## src/rtl/mem_lsu.sv

```systemverilog
// MEM-stage load/store unit: turns EX/MEM load/store controls into a req/ack
// data-memory transaction with byte-lane steering, load extension and stall.
module mem_lsu #(
   parameter int WIDTH_D = 32,
   parameter int TIMEOUT = 15
) (
   input  logic               clk,
   input  logic               rst,
   input  logic               mem_r_t2,
   input  logic               mem_w_t2,
   input  logic [1:0]         size_t2,
   input  logic               unsigned_t2,
   input  logic [WIDTH_D-1:0] alu_out_t,
   input  logic [WIDTH_D-1:0] rt_data_t,
   output logic               dm_req,
   output logic               dm_we,
   output logic [WIDTH_D-1:0] dm_addr,
   output logic [3:0]         dm_be,
   output logic [WIDTH_D-1:0] dm_wdata,
   input  logic               dm_ack,
   input  logic [WIDTH_D-1:0] dm_rdata,
   output logic [WIDTH_D-1:0] memd_out,
   output logic               stall_ctrl_t2,
   output logic               misalign_err,
   output logic               timeout_err
);

   localparam int CW = (TIMEOUT < 1) ? 1 : $clog2(TIMEOUT + 1);

   typedef enum logic [1:0] {
      S_IDLE = 2'd0,
      S_WAIT = 2'd1,
      S_DONE = 2'd2
   } state_t;

   function automatic logic misalign_f(input logic [1:0] size, input logic [1:0] off);
      logic m;
      case (size)
         2'b00:   m = 1'b0;
         2'b01:   m = off[0];
         default: m = |off;
      endcase
      return m;
   endfunction

   function automatic logic [3:0] be_f(input logic [1:0] size, input logic [1:0] off);
      logic [3:0] be;
      case (size)
         2'b00:   be = 4'b0001 << off;
         2'b01:   be = off[1] ? 4'b1100 : 4'b0011;
         default: be = 4'b1111;
      endcase
      return be;
   endfunction

   function automatic logic [31:0] wdata_f(input logic [1:0] size, input logic [31:0] rt);
      logic [31:0] wd;
      case (size)
         2'b00:   wd = {4{rt[7:0]}};
         2'b01:   wd = {2{rt[15:0]}};
         default: wd = rt;
      endcase
      return wd;
   endfunction

   function automatic logic [31:0] load_f(input logic [1:0] size, input logic uns,
                                          input logic [1:0] off, input logic [31:0] rd);
      logic [7:0]  b;
      logic [15:0] h;
      logic [31:0] v;
      case (off)
         2'd0:    b = rd[7:0];
         2'd1:    b = rd[15:8];
         2'd2:    b = rd[23:16];
         default: b = rd[31:24];
      endcase
      h = off[1] ? rd[31:16] : rd[15:0];
      case (size)
         2'b00:   v = uns ? {24'd0, b} : {{24{b[7]}}, b};
         2'b01:   v = uns ? {16'd0, h} : {{16{h[15]}}, h};
         default: v = rd;
      endcase
      return v;
   endfunction

   state_t              state_r, state_s;
   logic [CW-1:0]       cnt_r, cnt_s, cnt_inc_s;
   logic [1:0]          size_r, size_s;
   logic                uns_r, uns_s;
   logic [1:0]          off_r, off_s;
   logic                req_s, we_s, mis_s, to_s;
   logic [WIDTH_D-1:0]  addr_s, wdata_s, memd_s;
   logic [3:0]          be_s;
   logic                valid_s, misalign_s;

   assign valid_s    = mem_r_t2 | mem_w_t2;
   assign misalign_s = misalign_f(size_t2, alu_out_t[1:0]);
   assign cnt_inc_s  = cnt_r + CW'(1);

   // Stall while a request is being launched or is outstanding; forced low in reset.
   assign stall_ctrl_t2 = ~rst & (((state_r == S_IDLE) & valid_s & ~misalign_s)
                                  | (state_r == S_WAIT));

   // Next-state and next-output logic for the access FSM.
   always_comb begin
      state_s = state_r;
      cnt_s   = cnt_r;
      size_s  = size_r;
      uns_s   = uns_r;
      off_s   = off_r;
      req_s   = dm_req;
      we_s    = dm_we;
      addr_s  = dm_addr;
      be_s    = dm_be;
      wdata_s = dm_wdata;
      memd_s  = memd_out;
      mis_s   = 1'b0;
      to_s    = 1'b0;
      case (state_r)
         S_IDLE: begin
            if (valid_s && misalign_s) begin
               mis_s = 1'b1;
               if (!mem_w_t2) begin
                  memd_s = '0;
               end else begin
                  memd_s = memd_out;
               end
            end else if (valid_s) begin
               req_s   = 1'b1;
               we_s    = mem_w_t2;
               addr_s  = {alu_out_t[WIDTH_D-1:2], 2'b00};
               be_s    = be_f(size_t2, alu_out_t[1:0]);
               wdata_s = wdata_f(size_t2, rt_data_t);
               size_s  = size_t2;
               uns_s   = unsigned_t2;
               off_s   = alu_out_t[1:0];
               cnt_s   = '0;
               state_s = S_WAIT;
            end else begin
               state_s = S_IDLE;
            end
         end
         S_WAIT: begin
            if (dm_ack) begin
               req_s   = 1'b0;
               state_s = S_DONE;
               if (!dm_we) begin
                  memd_s = load_f(size_r, uns_r, off_r, dm_rdata);
               end else begin
                  memd_s = memd_out;
               end
            end else if (cnt_inc_s == CW'(TIMEOUT)) begin
               cnt_s   = cnt_inc_s;
               req_s   = 1'b0;
               to_s    = 1'b1;
               state_s = S_DONE;
               if (!dm_we) begin
                  memd_s = '0;
               end else begin
                  memd_s = memd_out;
               end
            end else begin
               cnt_s = cnt_inc_s;
            end
         end
         S_DONE: begin
            state_s = S_IDLE;
         end
         default: begin
            req_s   = 1'b0;
            state_s = S_IDLE;
         end
      endcase
   end

   // State, latched access fields and registered outputs.
   always_ff @(posedge clk or posedge rst) begin
      if (rst) begin
         state_r      <= S_IDLE;
         cnt_r        <= '0;
         size_r       <= 2'b00;
         uns_r        <= 1'b0;
         off_r        <= 2'b00;
         dm_req       <= 1'b0;
         dm_we        <= 1'b0;
         dm_addr      <= '0;
         dm_be        <= 4'b0000;
         dm_wdata     <= '0;
         memd_out     <= '0;
         misalign_err <= 1'b0;
         timeout_err  <= 1'b0;
      end else begin
         state_r      <= state_s;
         cnt_r        <= cnt_s;
         size_r       <= size_s;
         uns_r        <= uns_s;
         off_r        <= off_s;
         dm_req       <= req_s;
         dm_we        <= we_s;
         dm_addr      <= addr_s;
         dm_be        <= be_s;
         dm_wdata     <= wdata_s;
         memd_out     <= memd_s;
         misalign_err <= mis_s;
         timeout_err  <= to_s;
      end
   end

endmodule

```

## config.mk

```make
export PLATFORM = sky130hd
export DESIGN_NAME = mem_lsu
export DESIGN_NICKNAME = d
export VERILOG_FILES = /design/src/rtl/mem_lsu.sv
export SDC_FILE = /design/constraint.sdc
export NUM_CORES = 1
export LEC_CHECK = 0
export CAP_MARGIN = 15
export CORE_MARGIN = 4
export CORE_UTILIZATION = 45
export CTS_CLUSTER_DIAMETER = 100
export DETAILED_ROUTE_END_ITERATION = 8
export GPL_ROUTABILITY_DRIVEN = 0
export PLACE_DENSITY = 0.83
export RECOVER_POWER = 100
export SLEW_MARGIN = 20
export SYNTH_ARGS = -nofsm -noshare
export SYNTH_HDL_FRONTEND = slang
export SYNTH_SLANG_ARGS = --single-unit
```

## constraint.sdc

```tcl
create_clock -name clk -period 3.9 [get_ports clk]
set_input_delay 0.39 -clock clk [delete_from_list [all_inputs] [get_ports clk]]
set_output_delay 0.39 -clock clk [all_outputs]
set_load 0.03 [all_outputs]
```

Word level (Yosys, flattened, before mapping)
Index checks and enable logic that the tools add are counted.
W data, S select, Z words.

operators by class
  $add $sub $neg = 1
  equal/unequal tests = 15
  shifts and indexed selects = 1
  muxes and demuxes = 35
  bitwise logic cells = 9
  reduce and logical (&&, ||, !) cells = 12

operators by type and width
  kind                   count
  $mux W32               8
  $pmux W32 S2           3
  $pmux W8 S3            1
  $mux W16               1
  $mux W4                4
  $pmux W4 S2            2
  $mux W1                10
  $eq A2 B1 Y1 const B   4
  $logic_not A2 Y1       4
  $ne A2 B2 Y1 const B   4
  $reduce_and A4 Y1      2
  $mux W2                3
  $ne A3 B3 Y1 const B   2
  $reduce_and A6 Y1      1
  $add A4 B1 Y4 const B  1
  $eq A2 B2 Y1 const B   2
  $eq A4 B4 Y1 const B   1
  $not A1 Y1             4
  $pmux W2 S2            1
  $shl A1 B2 Y4 const A  1
  $and A1 B1 Y1          3
  $ne A3 B2 Y1 const B   1
  $pmux W1 S3            1
  $reduce_and A3 Y1      1
  other kinds (7)        8

word-level totals
  bits in registers = 113
  input port bits = 104
  logic and storage cells = 86

Logic depth before layout (Yosys ltp)
Gate-level depths: netlist of run 1.

  depth in word-level cells = 7
  gate-level depth with buffers = 8
  mapped depth without buffers = 6

Worst setup path after synthesis of run 1
Ideal clock, no wire load.

  kind = input-to-output
  start point = input port alu_out_t[0]
  end point = output port stall_ctrl_t2
  arrival = 1.729 ns
  data required time = 3.510 ns
  setup slack = 1.781 ns
  stages = 5
  path buffers = 1
  cell sequence = buf_2 > or2_4 > a21oi_2 > a21oi_1 > nor3_1

between the ends
  longest elaborated chain between the ends = 6

ends and longest elaborated chain
  item               RTL line  source
  from (decl)        13        input logic [WIDTH_D-1:0] alu_out_t,
  $reduce_or A2 Y1   41        default: m = |off;
  $pmux W1 S2 (*)    38        case (size)
  $not A1 Y1 (*)     101       assign stall_ctrl_t2 = ~rst & (((state_r == S_IDLE) & valid_s & ~misalign_s)
  $and A1 B1 Y1 (*)  101
  $or A1 B1 Y1 (*)   102       | (state_r == S_WAIT));
  $and A1 B1 Y1 (*)  101
  to (decl)          23        output logic stall_ctrl_t2,

Mark *: on every way between the ends. The rest lies on a longest branch, timed or not.

Final worst setup path of run 1
  start point = register cnt_r[0]
  end point = register memd_out[0]

between the ends
  longest elaborated chain between the ends = 4
  elaborated cells on any way between the ends = 5
  those cells by class = 1 x add/sub; 3 x eq/ne; 1 x reduce/logical

ends and longest elaborated chain
  item                                                           RTL line  source
  from (decl)                                                    87        logic [CW-1:0] cnt_r, cnt_s, cnt_inc_s;
  from (signal assigned)                                         194       cnt_r <= cnt_s;
  $add A4 B1 Y4 (*)                                              98        assign cnt_inc_s = cnt_r + CW'(1);
  $eq A4 B4 Y1 (*)                                               152       end else if (cnt_inc_s == CW'(TIMEOUT)) begin
  $ne A3 B3 Y1 (no line) / $ne A3 B2 Y1 (equally long branches)  -
  $reduce_and A6 Y1 (no line) (*)                                -
  to (signal assigned)                                           203       memd_out <= memd_s;
  to (decl)                                                      22        output logic [WIDTH_D-1:0] memd_out,

Marks and branches as above.
A chain may end at the register's enable or synchronous reset.

==> metrics.cfg, run 1 <==
[worst_setup_path]
rr_endpoint=memd_out[0]$_DFFE_PP0P_
cp_max_fo=27
cpLargestDelayFamily=compound AO/OA/AOI/OAI gates
cp.depth=7
worstPathCellList=ha_1 -> nor2b_1 -> a21oi_1 -> o221ai_1 -> a21oi_2 -> clkbuf_1 -> mux2i_1
ff2ff_path_depth=7
max_stage_delay_ns=1.12
cp.required_ns=4.23
start_kind=flip-flop
crit_path_start=cnt_r[0]$_DFFE_PP0P_
critPathKind=flip-flop to flip-flop
cp-end-kind=flip-flop
r2r_start=cnt_r[0]$_DFFE_PP0P_
crit_buf_inv=1
slowest_stage=a21oi_2
endpoint=memd_out[0]$_DFFE_PP0P_
rrSetupSlack_ns=0.82
critical_path_arrival_ns=3.41

[clock_tree]
ctsResizeCount=0
clkTransAtPathRegs_ns=0.05
cts_buffer_depth=2
cts_tree=yes
clock_sinks=113
htreeDepth=4
ctsHoldBuffers=0
cts_post_setup_buffers_inserted=0
cts.root.buffer_cell=clkbuf_16
clk_latency_ns=0.42
numCtsBuffers=17

[power]
power_per_cell_area_mw_per_mm2=851
ir_drop_mv=0.500
cellLeakagePower_nw=4.07

[timing]
whs_ns=0.466
final_hold_viol_count=0
skew_ns=0.00803
setup_tns_ns=0
slew_headroom_pct=-78.2
period_needed_ns=3.08
finalSetupViolations=0
max_slew.worst_pin.slew_ns=2.66
report.final.slew_viol_count=100
rsz0062_at_grt=no
fin_ws_ns=0.819
fin_crit_sh_pct=79.0
max_freq_ghz=0.325

[synth]
ys.flop_type=dfrtp_1
ys_warn_count=0
syn_area_per_cell_um2=9.12
synth.cell_area_mm2=0.00555
netlist_instances=609
synthArstFlopShare_pct=100
yosysSeqAreaShare_pct=50.9
synth_cell_types=48
ys_seq_elements=113
synth_edf_count=0

[cells_and_area]
layout_commonest_cell=nand2_1
regArea_mm2=0.00283
design_area_mm2=0.00834
mostFrequentLayoutCells=207 x nand2_1, 113 x dfrtp_1, 105 x dlygate4sd3_1
layout.nets=908
n_antenna_cell=0
nFillCells=884
multi_input_area_mm2=0.00242
syn_to_final_growth_pct=50.1
drive_above_1_share_pct=8.59

[route]
dr_total_vias=5173
drcViolationCount=0
dr.pass1.iters=5
drtIter0Drc=381
avgRoutedWirePerCell_um=17.4
viasPerCell=5.26
antenna_left=0
routed_wl_um=17100

[floorplanning]
row_count=40
die_w_um=119
initial_utilization_pct=46.0
die-height_um=119
dieArea_mm2=0.0142
coreArea_mm2=0.0121
io_pins=209

[global_route]
gr-total-overflow=0
grt_max_degree=69
track_usage_pct=24.5
grt_pass1_vias=5408
antenna_found_initial=0
grt_pass1_wl_um=27600

[placed_design]
placed_cell_area_mm2=0.00769
pre_cts_slack_ns=1.03
hpwl_um=12200
numPortBuffers=206

[min_path]
hold_start=dm_addr[27]$_DFFE_PP0P_
hold_class=flip-flop to flip-flop
whs_path_depth=2

[outcome]
violations=capacitance limit, slew limit
status=finished, violations left

[flow_run]
maxCapViolations=3

## per-layer routing
metal	global-route usage, %	vias to the layer above	wire length [µm]
met5	0	-	0
met2	39.9	260	8250
met3	11.2	41	1850
met1	27.8	2462	6530
met4	10.3	0	455
li1	-	2410	-
## stage by stage
| stage | util (%) | total power, mW | cells |
|---|---|---|---|
| finish | 69.1 | 7.10 | 983 |
| global route | 69.1 | 7.47 | 983 |
| CTS | 69.5 | 7.33 | 983 |
| detailed placement | 63.8 | 5.50 | 951 |
| global placement | 63.8 | 5.39 | 951 |
| floorplan | - | 4.08 | 610 |
## registers in the layout (all words and copies together) (netlist names)
signal        cells
dm_be             4
cnt_r             4
state_r           2
timeout_err       1
dm_addr          30
size_r            2
uns_r             1
dm_we             1
dm_wdata         32
misalign_err      1
memd_out         32
off_r             2
dm_req            1
## worst reg2reg max path: stages (launching register included)
cell and delay, ns:
dfrtp_1 0.43, ha_1 0.27, nor2b_1 0.16, a21oi_1 0.19, o221ai_1 0.20, a21oi_2 1.12
clkbuf_1 0.38, mux2i_1 0.25
## how the worst min path moves through the flow
stage,to,slack [ns]
6_report,dm_addr[27]$_DFFE_PP0P_,0.47
5_1_grt,dm_addr[21]$_DFFE_PP0P_,0.49
3_5_place_dp,dm_addr[27]$_DFFE_PP0P_,0.46
4_1_cts,dm_addr[27]$_DFFE_PP0P_,0.47
2_1_floorplan,uns_r$_DFFE_PP0P_,0.47
3_3_place_gp,dm_addr[20]$_DFFE_PP0P_,0.46
## cell usage after synthesis, types with 4 or more instances
library cell    n  area share [%]
buf_2          11            0.99
o21ai_0        28             2.5
o221ai_1        8             1.3
a32oi_1         7             1.1
buf_6           5             1.0
nor2_1         45             3.0
mux2i_1        32             5.8
mux2_2         22             4.5
inv_1          18             1.2
nand2_1       207              14
clkbuf_1       19             1.3
a21oi_1        28             2.5
nand3_1         4            0.36
dfrtp_1       113              51
a221oi_1        7             1.1
nand2b_1        5            0.56
buf_4           5            0.68
## cell families (layout without fill, tap and decap cells)
| family | Yosys count | after routing | synth area share [%] |
|---|---|---|---|
| buffers and inverters | 59 | 264 | 5.25 |
| AO/OA/AOI/OAI | 90 | 90 | 10.6 |
| XOR/XNOR | 1 | 1 | 0.158 |
| flip-flops | 113 | 113 | 50.9 |
| other | 1 | 2 | 0.0675 |
| multiplexers | 58 | 58 | 11.2 |
| AND/OR/NAND/NOR | 285 | 285 | 21.3 |
| adder cells (fa/ha/maj) | 2 | 2 | 0.450 |
## cell type report
type                            count  share of cell area [%]
Clock buffer                       21                    5.76
Clock inverter                     11                    2.46
Inverter                           18                   0.825
Multi-Input combinational cell    438                    29.0
Sequential cell                   113                    33.9
Tap cell                          168                    2.52
Timing Repair Buffer              214                    25.5
## report_power, final
| group | internal (mW) | switching (mW) | leakage, nW |
|---|---|---|---|
| clock network | 1.26 | 0.539 | 0.343 |
| registers | 1.70 | 0.388 | 1.42 |
| logic | 1.20 | 2.02 | 2.30 |
No activity file was read; power rests on OpenSTA's default activity.
==> inputs of run 2 (changes only) <==
--- a/config.mk
+++ b/config.mk
@@ -7,11 +7,11 @@
 export LEC_CHECK = 0
 export CAP_MARGIN = 15
 export CORE_MARGIN = 4
-export CORE_UTILIZATION = 45
+export CORE_UTILIZATION = 40
 export CTS_CLUSTER_DIAMETER = 100
 export DETAILED_ROUTE_END_ITERATION = 8
 export GPL_ROUTABILITY_DRIVEN = 0
-export PLACE_DENSITY = 0.83
+export PLACE_DENSITY = 0.79
 export RECOVER_POWER = 100
 export SLEW_MARGIN = 20
 export SYNTH_ARGS = -nofsm -noshare
==> constraint.sdc (replaced) <==
create_clock -name clk -period 2.7 [get_ports clk]
set_input_delay 0.27 -clock clk [delete_from_list [all_inputs] [get_ports clk]]
set_output_delay 0.27 -clock clk [all_outputs]
set_load 0.03 [all_outputs]
==> run 2 against run 1 <==
Against the previous run: the flow now finishes without violations; via count fell by 2.2%; register-to-register slack lost 0.57 ns; sequential share of layout area decreased by 0.34 points; cell area is 1.0% higher; clock skew increased by 0.0013 ns; first-iteration DRC count rose by 2.1%; wire length fell by 3.9%; die area grew 12%; maximum frequency up 26%; critical path depth rose by 1; core utilization down 6.3 points; critical endpoint is now memd_out[3]$_DFFE_PP0P_; largest cell class unchanged.
==> metrics.cfg, run 2 (synthesis gave the netlist of run 1 again) <==
[route]
routed_wl_um=16400
drcViolationCount=0
drtIter0Drc=389
viasPerCell=5.07
avgRoutedWirePerCell_um=16.5
dr.pass1.iters=4
dr_total_vias=5057
antenna_left=0

[clock_tree]
clkTransAtPathRegs_ns=0.06
clk_latency_ns=0.41
cts_tree=yes
htreeDepth=4
clock_sinks=113
cts_buffer_depth=2
cts_post_setup_buffers_inserted=0
cts.root.buffer_cell=clkbuf_16
ctsResizeCount=0
numCtsBuffers=17
ctsHoldBuffers=0

[worst_setup_path]
critPathKind=flip-flop to flip-flop
cp.required_ns=3.03
critical_path_arrival_ns=2.78
start_kind=flip-flop
cp-end-kind=flip-flop
cp_max_fo=26

[timing]
rsz0062_at_grt=no
max_slew.worst_pin.slew_ns=1.16
period_needed_ns=2.45
fin_crit_sh_pct=90.9
max_freq_ghz=0.407
setup_tns_ns=0
finalSetupViolations=0
report.final.slew_viol_count=0
skew_ns=0.00934
slew_headroom_pct=22.1
final_hold_viol_count=0

[flow_run]
maxCapViolations=0

[cells_and_area]
layout_commonest_cell=nand2_1
n_antenna_cell=0
layout.nets=915
drive_above_1_share_pct=9.37
design_area_mm2=0.00842
mostFrequentLayoutCells=207 x nand2_1, 113 x dfrtp_1, 103 x dlygate4sd3_1
top_regs=dm_wdata x32, memd_out x32, dm_addr x30
syn_to_final_growth_pct=51.7

[floorplanning]
row_count=42
coreArea_mm2=0.0134
io_pins=209
die_w_um=126
dieArea_mm2=0.0158
initial_utilization_pct=41.4
die-height_um=126

[outcome]
status=finished clean

[min_path]
hold_class=primary input to flip-flop

[placed_design]
hpwl_um=11800
placed_cell_area_mm2=0.00778
numPortBuffers=206

[power]
power_per_cell_area_mw_per_mm2=1220
ir_drop_mv=0.713
cellLeakagePower_nw=4.11

[global_route]
grt_pass1_vias=5035
antenna_found_initial=0
grt_max_degree=72
grt_pass1_wl_um=26200
gr-total-overflow=0
track_usage_pct=20.9

-- run 2: cell types whose count changed in the layout (fill, tap and decap cells not counted), moves of 2 or more --
cell and delta:
dlygate4sd3_1 -2, clkinv_2 -3, buf_4 +5, a21oi_2 -2
-- run 2: routing by layer --
metal	up-vias	global-route usage [%]	wire length (µm)
met5	-	0	0
li1	2424	-	-
met3	22	10.8	2040
met2	239	33.1	7610
met1	2372	24.7	6500
met4	0	6.75	278
-- run 2: area by class of cell --
type	instances	area (µm²)
clock buffer	23	498
clock inverter	9	199
fill	1086	4980
inverter	18	68.8
multi-input combinational	438	2420
sequential	113	2830
tap	176	220
timing repair buffer	221	2180
-- run 2: power breakdown --
| part | total (mW) | internal (mW) | switching, mW |
|---|---|---|---|
| logic | 4.71 | 1.77 | 2.94 |
| clock network | 2.62 | 1.85 | 0.773 |
| registers | 2.94 | 2.45 | 0.487 |
-- run 2: per-stage QoR --
stage	hold slack, ns	std cells	power [mW]	util (%)	setup WS (ns)
after floorplan	0.375	610	5.90	-	0.692
after global placement	0.456	966	7.89	58.0	0.429
after detailed placement	0.462	966	7.98	58.0	0.372
after CTS	0.313	998	10.7	63.2	0.328
after global routing	0.369	998	10.9	62.9	0.108
final	0.378	998	10.3	62.9	0.245
-- run 2: final timing paths --
check / startpoint / slack [ns] / cells past startpoint / to
min in group asynchronous: rst / 0.56 / 2 / misalign_err$_DFF_PP0_
worst min-delay path: alu_out_t[27] / 0.38 / 3 / dm_addr[27]$_DFFE_PP0P_
worst min register to register: dm_addr[16]$_DFFE_PP0P_ / 0.46 / 2 / dm_addr[16]$_DFFE_PP0P_
max in group asynchronous: rst / 0.69 / 3 / dm_addr[20]$_DFFE_PP0P_
worst max register to register: cnt_r[0]$_DFFE_PP0P_ / 0.25 / 8 / memd_out[3]$_DFFE_PP0P_
worst max-delay path: cnt_r[0]$_DFFE_PP0P_ / 0.25 / 8 / memd_out[3]$_DFFE_PP0P_
-- run 2: critical path: stages (launching register included) --
cell      delay, ns
dfrtp_1        0.42
ha_1           0.26
nor2b_1        0.15
a21oi_1        0.19
o221ai_1       0.24
a21oi_4        0.19
buf_4          0.35
clkbuf_2       0.32
mux2i_1        0.23
